<file path="config.mk">
export PLATFORM = sky130hd
export DESIGN_NAME = load_store_unit_flat
export DESIGN_NICKNAME = d
export VERILOG_FILES = /design/src/rtl/load_store_unit_if.sv /design/src/rtl/load_store_unit.sv /design/src/flat_wrapper.sv
export SDC_FILE = /design/constraint.sdc
export NUM_CORES = 1
export LEC_CHECK = 0
export BUFFER_PORTS_ARGS = -buffer_cell sky130_fd_sc_hd__buf_4
export CAP_MARGIN = 20
export CORE_MARGIN = 2
export CORE_UTILIZATION = 40
export DETAILED_ROUTE_END_ITERATION = 12
export GPL_ROUTABILITY_DRIVEN = 0
export HOLD_SLACK_MARGIN = 0.06
export PLACE_DENSITY = 0.78
export SYNTH_ARGS = -nofsm -noshare
export SYNTH_HDL_FRONTEND = slang
export SYNTH_SLANG_ARGS = --single-unit
</file>
<file path="constraint.sdc">
create_clock -name clk -period 2.7 [get_ports clk]
set_input_delay 0.54 -clock clk [delete_from_list [all_inputs] [get_ports clk]]
set_output_delay 0.54 -clock clk [all_outputs]
set_load 0.005 [all_outputs]
</file>
<file path="src/rtl/load_store_unit_if.sv">
// Memory-side bus of the load/store unit: one outstanding request, held until
// mem_ready; the unit drives the request side, the memory drives the response.
interface load_store_unit_if;
    logic        mem_req;
    logic        mem_we;
    logic [31:0] mem_addr;
    logic [3:0]  mem_be;
    logic [31:0] mem_wdata;
    logic        mem_ready;
    logic [31:0] mem_rdata;

    modport master (
        output mem_req, mem_we, mem_addr, mem_be, mem_wdata,
        input  mem_ready, mem_rdata
    );

    modport slave (
        input  mem_req, mem_we, mem_addr, mem_be, mem_wdata,
        output mem_ready, mem_rdata
    );
endinterface

</file>
<file path="src/rtl/load_store_unit.sv">
// RISC-V load/store unit: latches one access, checks legality and alignment,
// runs a single bus transaction with a wait timeout and returns extended load data.
module load_store_unit #(
    parameter int unsigned TIMEOUT = 16
) (
    input  logic                     clk,
    input  logic                     rst_n,
    input  logic                     start,
    input  logic                     is_load,
    input  logic                     is_store,
    input  logic [2:0]               funct3,
    input  logic [31:0]              addr,
    input  logic [31:0]              wdata,
    load_store_unit_if.master        mem,
    output logic                     busy,
    output logic                     done,
    output logic [31:0]              rdata,
    output logic                     misaligned,
    output logic                     bus_err
);

    typedef enum logic [1:0] {
        IDLE = 2'd0,
        REQ  = 2'd1,
        DONE = 2'd2
    } state_t;

    localparam logic [7:0] LAST_WAIT = 8'(TIMEOUT - 1);

    state_t      state, state_nxt;
    logic        op_store;
    logic [2:0]  op_f3;
    logic [1:0]  op_off;
    logic [31:0] addr_q;
    logic [31:0] wdata_q;
    logic [3:0]  be_q;
    logic [7:0]  wait_cnt;

    logic        legal;
    logic        mis;
    logic        timeout_hit;
    logic [3:0]  be_in;
    logic [31:0] wdata_rep;

    function automatic logic [31:0] load_ext(input logic [2:0]  f3,
                                             input logic [1:0]  off,
                                             input logic [31:0] word);
        logic [7:0]  b;
        logic [15:0] h;
        b = 8'(word >> {off, 3'b000});
        h = off[1] ? word[31:16] : word[15:0];
        case (f3)
            3'b000:  load_ext = {{24{b[7]}}, b};
            3'b001:  load_ext = {{16{h[15]}}, h};
            3'b010:  load_ext = word;
            3'b100:  load_ext = {24'd0, b};
            3'b101:  load_ext = {16'd0, h};
            default: load_ext = '0;
        endcase
    endfunction

    // NOTE: every signal gets a default before the case so no path leaves it unassigned (no latch).
    always_comb begin
        legal     = 1'b0;
        mis       = 1'b0;
        be_in     = 4'b1111;
        wdata_rep = wdata;
        if (is_load != is_store) begin
            case (funct3)
                3'b000, 3'b001, 3'b010: legal = 1'b1;
                3'b100, 3'b101:         legal = is_load;
                default:                legal = 1'b0;
            endcase
        end
        case (funct3[1:0])
            2'b00: begin
                be_in     = 4'b0001 << addr[1:0];
                wdata_rep = {4{wdata[7:0]}};
            end
            2'b01: begin
                be_in     = addr[1] ? 4'b1100 : 4'b0011;
                wdata_rep = {2{wdata[15:0]}};
                mis       = addr[0];
            end
            default: begin
                be_in = 4'b1111;
                mis   = (addr[1:0] != 2'b00);
            end
        endcase
    end

    assign timeout_hit = (wait_cnt == LAST_WAIT);

    // NOTE: sequential state uses non-blocking assignments; combinational logic uses blocking.
    always_ff @(posedge clk) begin
        if (!rst_n) state <= IDLE;
        else        state <= state_nxt;
    end

    always_comb begin
        state_nxt = state;
        case (state)
            IDLE:    if (start) state_nxt = (legal && !mis) ? REQ : DONE;
            REQ:     if (mem.mem_ready || timeout_hit) state_nxt = DONE;
            DONE:    state_nxt = IDLE;
            default: state_nxt = IDLE;
        endcase
    end

    assign busy          = (state != IDLE);
    assign done          = (state == DONE);
    assign mem.mem_req   = (state == REQ);
    assign mem.mem_we    = (state == REQ) && op_store;
    assign mem.mem_be    = (state == REQ) ? be_q : 4'b0000;
    assign mem.mem_addr  = addr_q;
    assign mem.mem_wdata = wdata_q;

    // Result flags change only on entry to DONE, so they hold between accesses.
    always_ff @(posedge clk) begin
        if (!rst_n) begin
            op_store   <= 1'b0;
            op_f3      <= '0;
            op_off     <= '0;
            addr_q     <= '0;
            wdata_q    <= '0;
            be_q       <= '0;
            wait_cnt   <= '0;
            rdata      <= '0;
            misaligned <= 1'b0;
            bus_err    <= 1'b0;
        end else begin
            case (state)
                IDLE: begin
                    if (start) begin
                        op_store <= is_store;
                        op_f3    <= funct3;
                        op_off   <= addr[1:0];
                        addr_q   <= {addr[31:2], 2'b00};
                        wdata_q  <= wdata_rep;
                        be_q     <= be_in;
                        wait_cnt <= '0;
                        if (!legal) begin
                            rdata      <= '0;
                            misaligned <= 1'b0;
                            bus_err    <= 1'b1;
                        end else if (mis) begin
                            rdata      <= '0;
                            misaligned <= 1'b1;
                            bus_err    <= 1'b0;
                        end
                    end
                end
                REQ: begin
                    if (mem.mem_ready) begin
                        rdata      <= op_store ? 32'd0 : load_ext(op_f3, op_off, mem.mem_rdata);
                        misaligned <= 1'b0;
                        bus_err    <= 1'b0;
                    end else if (timeout_hit) begin
                        rdata      <= '0;
                        misaligned <= 1'b0;
                        bus_err    <= 1'b1;
                    end else begin
                        wait_cnt <= wait_cnt + 8'd1;
                    end
                end
                default: ;
            endcase
        end
    end

endmodule

</file>
<file path="src/flat_wrapper.sv">
// flat-port wrapper written by rule: the top's interface ports become plain ports
module load_store_unit_flat 
#(
    parameter int unsigned TIMEOUT = 16
)
  (clk, rst_n, start, is_load, is_store, funct3, addr, wdata, busy, done, rdata, misaligned, bus_err, mem_mem_req, mem_mem_we, mem_mem_addr, mem_mem_be, mem_mem_wdata, mem_mem_ready, mem_mem_rdata);
  load_store_unit_if mem_i ();
  input  logic clk;
  input  logic rst_n;
  input  logic start;
  input  logic is_load;
  input  logic is_store;
  input  logic [2:0] funct3;
  input  logic [31:0] addr;
  input  logic [31:0] wdata;
  output logic busy;
  output logic done;
  output logic [31:0] rdata;
  output logic misaligned;
  output logic bus_err;
  output wire logic [$bits(mem_i.mem_req)-1:0] mem_mem_req;
  output wire logic [$bits(mem_i.mem_we)-1:0] mem_mem_we;
  output wire logic [$bits(mem_i.mem_addr)-1:0] mem_mem_addr;
  output wire logic [$bits(mem_i.mem_be)-1:0] mem_mem_be;
  output wire logic [$bits(mem_i.mem_wdata)-1:0] mem_mem_wdata;
  input wire logic [$bits(mem_i.mem_ready)-1:0] mem_mem_ready;
  input wire logic [$bits(mem_i.mem_rdata)-1:0] mem_mem_rdata;
  assign mem_mem_req = mem_i.mem_req;
  assign mem_mem_we = mem_i.mem_we;
  assign mem_mem_addr = mem_i.mem_addr;
  assign mem_mem_be = mem_i.mem_be;
  assign mem_mem_wdata = mem_i.mem_wdata;
  assign mem_i.mem_ready = mem_mem_ready;
  assign mem_i.mem_rdata = mem_mem_rdata;
  load_store_unit #(.TIMEOUT(TIMEOUT)) u_core (.clk(clk), .rst_n(rst_n), .start(start), .is_load(is_load), .is_store(is_store), .funct3(funct3), .addr(addr), .wdata(wdata), .mem(mem_i), .busy(busy), .done(done), .rdata(rdata), .misaligned(misaligned), .bus_err(bus_err));
endmodule
</file>
==> flow_metrics.tcl <==
set metrics [dict create \
    cp_slowest_cell "nand2b_1" \
    outcome "finished, final reports clean" \
    synth.distinct_cells 42 \
    postCtsResizedCells 0 \
    hold_buffers 0 \
    path_depth 4 \
    cp.arrival_ns 2.66 \
    syn_avg_cell_area_sq_um 8.51 \
    crit_buf_inv 0 \
    place_inst 926 \
    cap_violations 0 \
    placement_rows 40 \
    grt_usage_pct 23.5 \
    period_needed_ns 2.34 \
    clockRootBuffer "clkbuf_16" \
    routed_via_density 5.47 \
    hold_path_class "input pin to flip-flop" \
    worstSetupStartpointType "flip-flop" \
    period_share_pct 86.6 \
    cts_sinks 116 \
    numCtsBuffers 17 \
    overflow 0 \
    dieArea_sq_um 13400 \
    antenna_left 0 \
    io_pins 211 \
    rrSetupSlack_ns 0.36 \
    die_width_um 116 \
    power_density_nw_per_um2 680 \
    worst_pin_slew_ns 1.04 \
    rr_worst_depth 4 \
    synthFlopType "dfxtp_1" \
    area_growth_pct 45.6 \
    drc_errors 0 \
    worst-setup-path-type "flip-flop to flip-flop" \
    crit_fanout 23 \
    syn-cell-area_sq_um 5010 \
    die_h_um 116 \
    vias 5239 \
    postSynthCellCount 589 \
    antenna_cells 0 \
    fin_setup_tns_ns 0 \
    timing.fmax_mhz 428 \
    first_global_vias 5038 \
    final_cells 958 \
    cts_setup_buffers 0 \
    tritoncts "yes" \
    path_delay_family "simple AND/OR/NAND/NOR gates" \
    slew-limit-headroom_pct 30.3 \
    core_area_sq_um 12100 \
    grtUsageMet3_pct 9.21 \
    nets 883 \
    worstPathRequired_ns 3.02 \
    irDropWorstVdd_v 0.000437 \
    cp-end-kind "flip-flop" \
    drt-pass1-iter-count 8 \
    drt_iter0_drc 430 \
    insertion_delay_ns 0.41 \
    fin_ws_ns 0.361 \
    rsz0062_at_grt "false" \
    wl_per_cell_um 16.6 \
    ys_warn_count 0 \
    crit_chain "nor2b_1, nand4b_2, nand2b_1, o2bb2ai_1" \
    clkSlewWorstSetupHoldPaths_ns 0.06 \
    htreeDepth 4 \
    cts_buffer_depth 2 \
    dpl.hpwl_um 11600 \
    grt_busiest_layer "met2" \
    max_stage_delay_ns 0.66 \
    ys_seq_elements 116 \
    use_met1_pct 27.1 \
    io_buffers 208 \
    hold-path-cell-count 3 \
    grt_max_degree 85 \
    drive_gt1_share_pct 34.3 \
    start_util_pct 41.4 \
    synth_enable_flop_cells 0 \
    drv_slew 0 \
    ys_seq_area_share_pct 46.3 \
    antenna_found_initial 0 \
    fillers 1063 \
    grtUsageMet2_pct 38.2 \
    hold_viol_final 0 \
    post-place-ws_ns 0.381 \
    p_leak_nw 3.11 \
    grt_pass1_wl_um 24700 \
    skew_ns 0.00503 \
    async_flop_share_pct 0 \
    routed_wl_um 15900 \
    setup_viol 0 \
]
-- layer usage --
metal  part of all wire (%)  wire [um]
met3                     11       1780
met4                    3.1        497
met2                     46       7280
met1                     40       6380
met5                      0          0
-- power breakdown --
| group | internal, mW | leakage [nW] | switching (mW) |
|---|---|---|---|
| sequential | 1.80 | 0.948 | 0.0621 |
| clock | 1.59 | 0.297 | 0.790 |
| combinational | 0.352 | 1.86 | 0.370 |
| total | 3.74 | 3.11 | 1.22 |
-- sequential cells by signal, summed over array words and instances (netlist names) --
name / cells
u_core.op_store: 1
u_core.mem.mem_addr: 30
u_core.wait_cnt: 8
u_core.misaligned: 1
u_core.state: 2
u_core.mem.mem_wdata: 32
u_core.bus_err: 1
u_core.rdata: 32
u_core.op_f3: 3
u_core.op_off: 2
u_core.be_q: 4
-- worst reg2reg max path, cell delays in order (launching register included) --
cell       delay (ns)
dfxtp_1          0.40
nor2b_1          0.54
nand4b_2         0.33
nand2b_1         0.66
o2bb2ai_1        0.32
-- cells in the mapped netlist (all sizes together) (3+ instances only) --
master | count | area share, %
a211oi | 10 | 1.5
a21oi | 63 | 6.4
a221oi | 9 | 1.6
a222oi | 7 | 1.4
a311oi | 24 | 4.2
a31oi | 3 | 0.37
and2 | 8 | 1.0
buf | 15 | 1.7
clkbuf | 35 | 2.6
dfxtp | 116 | 46
inv | 7 | 0.52
mux2 | 11 | 2.5
mux2i | 17 | 3.4
nand2 | 131 | 9.8
nor2 | 38 | 2.9
nor2b | 7 | 0.87
nor3 | 4 | 0.40
o21ai | 27 | 2.7
o2bb2ai | 32 | 5.6
xnor2 | 6 | 1.0
-- per-stage QoR --
stage	utilization, %	total power, mW	instance area, sq um	hold slack, ns
floorplan	-	2.26	5010	0.440
global placement	55.0	2.60	6660	0.443
detailed placement	55.0	2.62	6660	0.447
CTS	60.3	5.00	7300	0.359
global route	60.3	5.16	7300	0.369
finish	60.3	4.96	7300	0.380
-- layout by cell type (no fill, tap or decap), types with 2 or more instances in the layout --
cell type,n
buf_4,217
nand2_1,130
dfxtp_1,116
a21oi_1,62
nor2_1,37
o2bb2ai_1,32
o21ai_0,27
a311oi_1,24
mux2i_1,17
clkbuf_16,17
mux2_2,11
a211oi_1,10
a221oi_1,9
nor2b_1,7
and2_1,7
a222oi_1,7
inv_1,6
xnor2_1,6
clkinvlp_4,5
bufinv_16,4
nor3_1,3
a31oi_1,3
clkinv_2,3
a21o_1,2
nand3_1,2
nand2b_1,2
conb_1,2
clkbuf_8,2
-- worst paths after layout --
kind,start,to
min reg2reg,u_core.mem.mem_addr[14]$_SDFFE_PN0P_,u_core.mem.mem_addr[14]$_SDFFE_PN0P_
max reg2reg,u_core.state[0]$_SDFFE_PN0P_,u_core.rdata[5]$_SDFFE_PN0P_
min,addr[29],u_core.mem.mem_addr[29]$_SDFFE_PN0P_
max,u_core.state[0]$_SDFFE_PN0P_,u_core.rdata[5]$_SDFFE_PN0P_
-- layout make-up --
cell class                      count  area [sq um]  area share [%]
Tap cell                          168           210            2.88
Clock inverter                     13           181            2.49
Timing Repair Buffer              218          1650            22.6
Inverter                            7          26.3           0.360
Clock buffer                       19           453            6.21
Sequential cell                   116          2320            31.8
Multi-Input combinational cell    417          2460            33.7
-- kinds of logic after synthesis --
group                    Yosys count  share of synthesized area (%)
adder cells (fa/ha/maj)            1                          0.250
multiplexers                      28                           5.87
AND/OR/NAND/NOR                  197                           16.4
XOR/XNOR                           6                           1.05
flip-flops                       116                           46.3
AO/OA/AOI/OAI                    183                           25.1
other                              1                         0.0748
buffers and inverters             57                           4.89
Power figures use the tool's default switching activity.
